[src/rtl/fetch_sequencer.sv]
// Instruction fetch sequencer: owns the PC, addresses the combinational instruction
// memory and captures the returned word into the IF/ID pipeline register.
module fetch_sequencer #(
  parameter logic [31:0] RESET_PC   = 32'h0000_0000,
  parameter int unsigned IMEM_WORDS = 128,
  parameter int unsigned CNT_W      = 16
) (
  input  logic             Clk,
  input  logic             Reset,
  output logic [31:0]      ImemAddress,
  input  logic [31:0]      ImemInstruction,
  input  logic             Stall,
  input  logic             Redirect,
  input  logic [31:0]      RedirectTarget,
  input  logic             Halt,
  output logic [31:0]      IfIdInstruction,
  output logic [31:0]      IfIdPCPlus4,
  output logic             IfIdValid,
  output logic [1:0]       State,
  output logic             Fault,
  output logic [CNT_W-1:0] FetchCount,
  output logic [CNT_W-1:0] StallCount
);

  typedef enum logic [1:0] {
    StIdle   = 2'b00,
    StRun    = 2'b01,
    StHalted = 2'b10,
    StFault  = 2'b11
  } state_e;

  localparam logic [31:0]      ImemBytes = 32'(IMEM_WORDS * 4);
  localparam logic [CNT_W-1:0] CntOne    = CNT_W'(1);
  localparam logic [CNT_W-1:0] CntMax    = '1;

  state_e      state_q;
  logic [31:0] pc_q;
  logic [31:0] pc_plus4;
  logic        target_legal;

  assign pc_plus4     = pc_q + 32'd4;
  assign target_legal = (RedirectTarget[1:0] == 2'b00) && (RedirectTarget < ImemBytes);

  assign ImemAddress = pc_q;
  assign State       = state_q;
  assign Fault       = (state_q == StFault);

  always_ff @(posedge Clk or posedge Reset) begin
    if (Reset) begin
      state_q         <= StIdle;
      pc_q            <= RESET_PC;
      IfIdInstruction <= 32'd0;
      IfIdPCPlus4     <= 32'd0;
      IfIdValid       <= 1'b0;
      FetchCount      <= '0;
      StallCount      <= '0;
    end else begin
      unique case (state_q)
        StIdle: begin
          state_q <= Halt ? StHalted : StRun;
        end
        StRun: begin
          if (Halt) begin
            state_q         <= StHalted;
            IfIdValid       <= 1'b0;
            IfIdInstruction <= 32'd0;
          end else if (Redirect) begin
            // A redirect always flushes, so a concurrent Stall is dropped uncounted.
            IfIdValid       <= 1'b0;
            IfIdInstruction <= 32'd0;
            if (target_legal) begin
              pc_q <= RedirectTarget;
            end else begin
              state_q <= StFault;
            end
          end else if (Stall) begin
            if (StallCount != CntMax) StallCount <= StallCount + CntOne;
          end else begin
            IfIdInstruction <= ImemInstruction;
            IfIdPCPlus4     <= pc_plus4;
            IfIdValid       <= 1'b1;
            if (FetchCount != CntMax) FetchCount <= FetchCount + CntOne;
            // Fetching the last word runs off the end of memory: keep it, then fault.
            if (pc_plus4 < ImemBytes) begin
              pc_q <= pc_plus4;
            end else begin
              state_q <= StFault;
            end
          end
        end
        StHalted, StFault: begin
          IfIdValid       <= 1'b0;
          IfIdInstruction <= 32'd0;
        end
        default: begin
          state_q <= StFault;
        end
      endcase
    end
  end

endmodule

[config.mk]
export PLATFORM = sky130hd
export DESIGN_NAME = fetch_sequencer
export DESIGN_NICKNAME = d
export VERILOG_FILES = /design/src/rtl/fetch_sequencer.sv
export SDC_FILE = /design/constraint.sdc
export NUM_CORES = 1
export LEC_CHECK = 0
export CORE_MARGIN = 2
export CORE_UTILIZATION = 46
export CTS_CLUSTER_DIAMETER = 50
export CTS_CLUSTER_SIZE = 14
export DETAILED_ROUTE_END_ITERATION = 12
export HOLD_SLACK_MARGIN = 0.03
export PLACE_DENSITY = 0.8
export SETUP_SLACK_MARGIN = 0.5
export SLEW_MARGIN = 40
export SYNTH_ARGS = -nofsm -noshare
export SYNTH_HDL_FRONTEND = slang
export SYNTH_SLANG_ARGS = --single-unit
export TNS_END_PERCENT = 50
[constraint.sdc]
create_clock -name Clk -period 4.6 [get_ports Clk]
set_input_delay 0.46 -clock Clk [delete_from_list [all_inputs] [get_ports Clk]]
set_output_delay 0.46 -clock Clk [all_outputs]
set_load 0.01 [all_outputs]
# ---- Yosys cells after proc, flatten, opt, wreduce, memory -nomap -nowiden
# Index checks and enable logic that the tools add are counted.
# Widths: inputs -> output; s select.
dict set report op_classes {
  add_sub_neg 3
  order_cmp 2
  eq_ne 10
  muxes 19
  n_bitwise 3
  reduce_logical 13
}
# operator n
set ops {}
lappend ops {{$mux 32} 7}
lappend ops {{$lt 32x10->1 const B} 2}
lappend ops {{$pmux 32 s2} 1}
lappend ops {{$add 16x1->16 const B} 2}
lappend ops {{$add 32x3->32 const B} 1}
lappend ops {{$ne 16x16->1 const B} 2}
lappend ops {{$reduce_and 5->1} 3}
lappend ops {{$mux 2} 6}
lappend ops {{$ne 4x4->1 const B} 3}
lappend ops {{$reduce_and 4->1} 2}
lappend ops {{$reduce_bool 2->1} 3}
lappend ops {{$eq 2x2->1 const B} 2}
lappend ops {{$logic_not 2->1} 2}
lappend ops {{$ne 2x1->1 const B} 2}
lappend ops {{$pmux 2 s2} 1}
lappend ops {{$mux 1} 3}
lappend ops {{$not 1->1} 3}
lappend ops {{$eq 2x1->1 const B} 1}
lappend ops {{$pmux 1 s2} 1}
lappend ops {{$reduce_and 2->1} 1}
lappend ops {{$reduce_or 2->1} 1}
lappend ops {{$logic_and 1x1->1} 1}
dict set report word_totals {
  regBits 131
  elab_cells 57
}

# ---- Depth between registers and ports, before layout
dict set report depth {
  word_depth 7
  mapped_depth 10
}

# ---- Least setup slack after synthesis
# OpenSTA, ideal clock, no wires.
dict set report synth_timing {
  kind {flip-flop to flip-flop}
  from {reg pc_q[2] (netlist: ImemAddress[2])}
  to {reg pc_q[3] (netlist: ImemAddress[3])}
  setup_ps 126
  t_arrival_ps 2839
  t_required_ps 4474
  slack_ps 1635
  path_stages_with_launch 9
  period_less_slack_ps 2965
  path_cell_list {dfrtp_1 -> ha_1 -> nand4_1 -> or4_4 -> o21ai_2 -> o211ai_1 -> nor4_4 -> a31oi_2 -> a221o_1}
}
dict set report synth_via {
  elab_chain_len 4
  word_cells_on_any_way 7
  classes_between {add/sub (1); order compare (1); mux (3); reduce/logical (2)}
}
# element line
set synth_lines {}
lappend synth_lines {{from (decl)} 37} ;# logic [31:0] pc_q;
lappend synth_lines {{from (signal assigned)} 72} ;# pc_q <= RedirectTarget;
lappend synth_lines {{from (signal assigned)} 85} ;# pc_q <= pc_plus4;
lappend synth_lines {{$add 32x3->32 *} 41} ;# assign pc_plus4 = pc_q + 32'd4;
lappend synth_lines {{$lt 32x10->1 / $mux 32 (equally long branches)} 84} ;# if (pc_plus4 < ImemBytes) begin
lappend synth_lines {{$reduce_bool 2->1 (no source line) / $mux 32 (equally long branches)} --}
lappend synth_lines {{$reduce_and 5->1 (no source line) / $mux 32 (equally long branches)} --}
# Every way passes the cells marked *; elsewhere a longest branch is shown, timed or not. The select of a mux whose other input is x is not followed.
# A chain may end at the register's enable or synchronous reset.

# ---- Worst setup path in the final report
# Same ends and word-level chain as after synthesis.

==> impl_metrics.ini <==
[cts]
clock_tree.htree_level_count = 4
cts-root-to-sink-buffers = 2
cts_tree = done
clock_slew_at_the_register_clock_pins_of_the_worst_setup_and_hold_paths_ns = 0.06
cts_root_buf = sky130_fd_sc_hd__clkbuf_16
postCtsHoldBufs = 0
insertion_delay_ns = 0.42
cts_resized = 0
cts_setup_buffers = 0
clock_buffer_count_from_cts = 17
clkSinkCount = 131

[timing]
timing.final.crit_period_ns = 3.80
clock_skew_ns = 0.0112
final.setup.worst_slack_ns = 0.797
holdWs_ns = 0.487
setup_viol = 0
setup_repair_after_global_routing_missed_its_margin = no
period_share_pct = 82.7
relSlewSlack_pct = 45.8
timing_max_transition_violations_final = 0
max_clock_freq_mhz = 263
timing_worst_slew_pin_value_ns = 0.810
final.setup.tns_ns = 0
finalHoldViolations = 0

[grt]
gr-usage-all-layers_pct = 23.8
grt_overflow = 0
grt_antenna_before_repair = 0
grt_start_max_net_pins = 98
grt_first_pass_wirelength_mm = 26.7
number_of_global_route_vias_before_repair = 5120

[setup_path]
crit_type = register to register
reg2reg_from = ImemAddress[2]$_DFFE_PP0P_
cp_data_arrival_time_ns = 4.09
critPathRequiredTime_ns = 4.89
cp_max_fo = 24
rr_worst_depth = 8
r2r_setup_slack_ns = 0.80
cp-start-kind = register
timing.critical_path.to_type = register
cp-startpoint = ImemAddress[2]$_DFFE_PP0P_

[synthesis]
synthesis.nets = 638
mappedNetlistArea_sq_mm = 0.00607
synth-seq-area-share_pct = 54.0
post_synth_num_cell_types = 56
synth_flop_cell = sky130_fd_sc_hd__dfrtp_1
number_of_warnings_reported_in_the_yosys_synthesis_log = 0
syn_inst = 566
asyncSetResetFlopFracSynth_pct = 100
synth_enable_flop_cells = 0
synth_seq_cells = 131
synthesis.area_per_instance_sq_um = 10.7

[detailed_routing]
avgRoutedWirePerCell_um = 17.5
drt_iter0_markers = 354
ant_nets = 0
drc = 0
drt-total-wl_mm = 16.4
detailedRoute.firstPassIterationCount = 7
vias_per_cell = 5.53
vias = 5161

[floorplan]
core_area_sq_mm = 0.0128
die_width_um = 119
boundaryPins = 201
initial_core_util_pct = 47.5
num_rows = 41
floorplan.die_area_sq_mm = 0.0141
dieHeight_um = 119

[finish]
utilization_pct = 68.6
n_fill_cell = 939
final_layout_size_suffix_gt1_share_pct = 8.01
final-instance-count-excl-fill = 934
antennaDiodeCount = 0
leading_cell_type_in_the_layout_fill_and_taps_excluded = sky130_fd_sc_hd__clkdlybuf4s50_1
post-route-cell-area_sq_mm = 0.00876
nets = 821
layout.cells.most_common_list = sky130_fd_sc_hd__clkdlybuf4s50_1 (200), sky130_fd_sc_hd__dfrtp_1 (131), sky130_fd_sc_hd__nor2_1 (54)
flow.area_growth_from_synthesis_pct = 44.2

[placement]
place_worst_setup_slack_ns = 0.822
place_congestion = 0.898
placedInstanceArea_sq_mm = 0.00817
numPortBuffers = 200
hpwl_reported_at_the_end_of_detailed_placement_mm = 11.5
place.detailed.instances = 902

[power]
static-leakage-power_nw = 3.75
power.density_cell_area_mw_per_mm2 = 294
power.total_mw = 2.58
irDropWorstVdd_uv = 217

[run]
maxCapViolations = 0

[min_path]
whs_path_depth = 1
hold_start = IfIdValid$_DFFE_PP0P_
min-delay-path-class = register to register

[status]
run_status = finished, final reports clean
## cells in the mapped netlist, types with 8 or more instances
master / number / share of area (%)
sky130_fd_sc_hd__a22o_1: 32 / 4.6
sky130_fd_sc_hd__buf_2: 11 / 0.91
sky130_fd_sc_hd__a21oi_1: 29 / 2.4
sky130_fd_sc_hd__nor4_1: 10 / 1.0
sky130_fd_sc_hd__nor2_1: 55 / 3.4
sky130_fd_sc_hd__clkbuf_1: 22 / 1.4
sky130_fd_sc_hd__xnor2_1: 37 / 5.3
sky130_fd_sc_hd__nor3_1: 16 / 1.3
sky130_fd_sc_hd__dfrtp_1: 131 / 54
sky130_fd_sc_hd__nand4_1: 26 / 2.7
sky130_fd_sc_hd__and3_1: 11 / 1.1
sky130_fd_sc_hd__and2_1: 31 / 3.2
sky130_fd_sc_hd__and4_1: 8 / 1.2
sky130_fd_sc_hd__xor2_1: 24 / 3.5
sky130_fd_sc_hd__nand3_1: 13 / 1.1
sky130_fd_sc_hd__nand2_1: 26 / 1.6
## sequential cells by signal, summed over array words and instances, names as in the netlist
register         count
ImemAddress         32
StallCount          16
IfIdInstruction     32
State                2
IfIdValid            1
FetchCount          16
IfIdPCPlus4         32
## final timing paths
path	end
worst max-delay path	ImemAddress[3]$_DFFE_PP0P_
max in group asynchronous	ImemAddress[13]$_DFFE_PP0P_
worst min register to register	IfIdValid$_DFFE_PP0P_
min in group asynchronous	IfIdInstruction[23]$_DFFE_PP0P_
worst max register to register	ImemAddress[3]$_DFFE_PP0P_
worst min-delay path	IfIdValid$_DFFE_PP0P_
## final cells by class
class | instances | area, sq um | share of cell area [%]
inverters | 5 | 23.8 | 0.271
clock inverters | 8 | 75.1 | 0.857
well taps | 172 | 215 | 2.46
flip-flops and latches | 131 | 3280 | 37.4
repair buffers | 203 | 2030 | 23.2
clock buffers | 24 | 502 | 5.73
multi-input cells | 391 | 2640 | 30.1
## cell families (layout without fill, tap and decap cells)
logic type / count (synthesis) / in the layout / share of synthesized area [%]
fa+ha+maj: 3 / 3 / 0.618
compound gates: 95 / 95 / 11.7
xor+xnor: 61 / 61 / 8.80
buf+inv: 44 / 240 / 3.09
mux: 7 / 7 / 1.28
simple gates: 225 / 225 / 20.5
flops: 131 / 131 / 54.0
## power breakdown
| group | switching (mW) | total [mW] | internal [mW] |
|---|---|---|---|
| Clock | 0.484 | 1.30 | 0.811 |
| Combinational | 0.0460 | 0.118 | 0.0717 |
| Sequential | 0.00622 | 1.17 | 1.16 |
## per-layer routing
layer  track usage (%)  vias to the layer above  part of all wire (%)
li1                  -                     2392                     -
met1              32.0                     2514                    44
met2              36.7                      224                    47
met3              7.04                       31                   6.7
met4              8.63                        0                   2.1
met5                 0                        -                     0
## critical path: stages, from the launching register on
cell and delay [ns]:
sky130_fd_sc_hd__dfrtp_1 0.49, sky130_fd_sc_hd__ha_1 0.32, sky130_fd_sc_hd__nand4_1 0.35, sky130_fd_sc_hd__or4_4 0.67, sky130_fd_sc_hd__nor4b_2 0.29, sky130_fd_sc_hd__o22ai_1 0.15
sky130_fd_sc_hd__nor4_4 0.55, sky130_fd_sc_hd__a31oi_4 0.38, sky130_fd_sc_hd__a221o_1 0.46
Power figures use the tool's default switching activity.
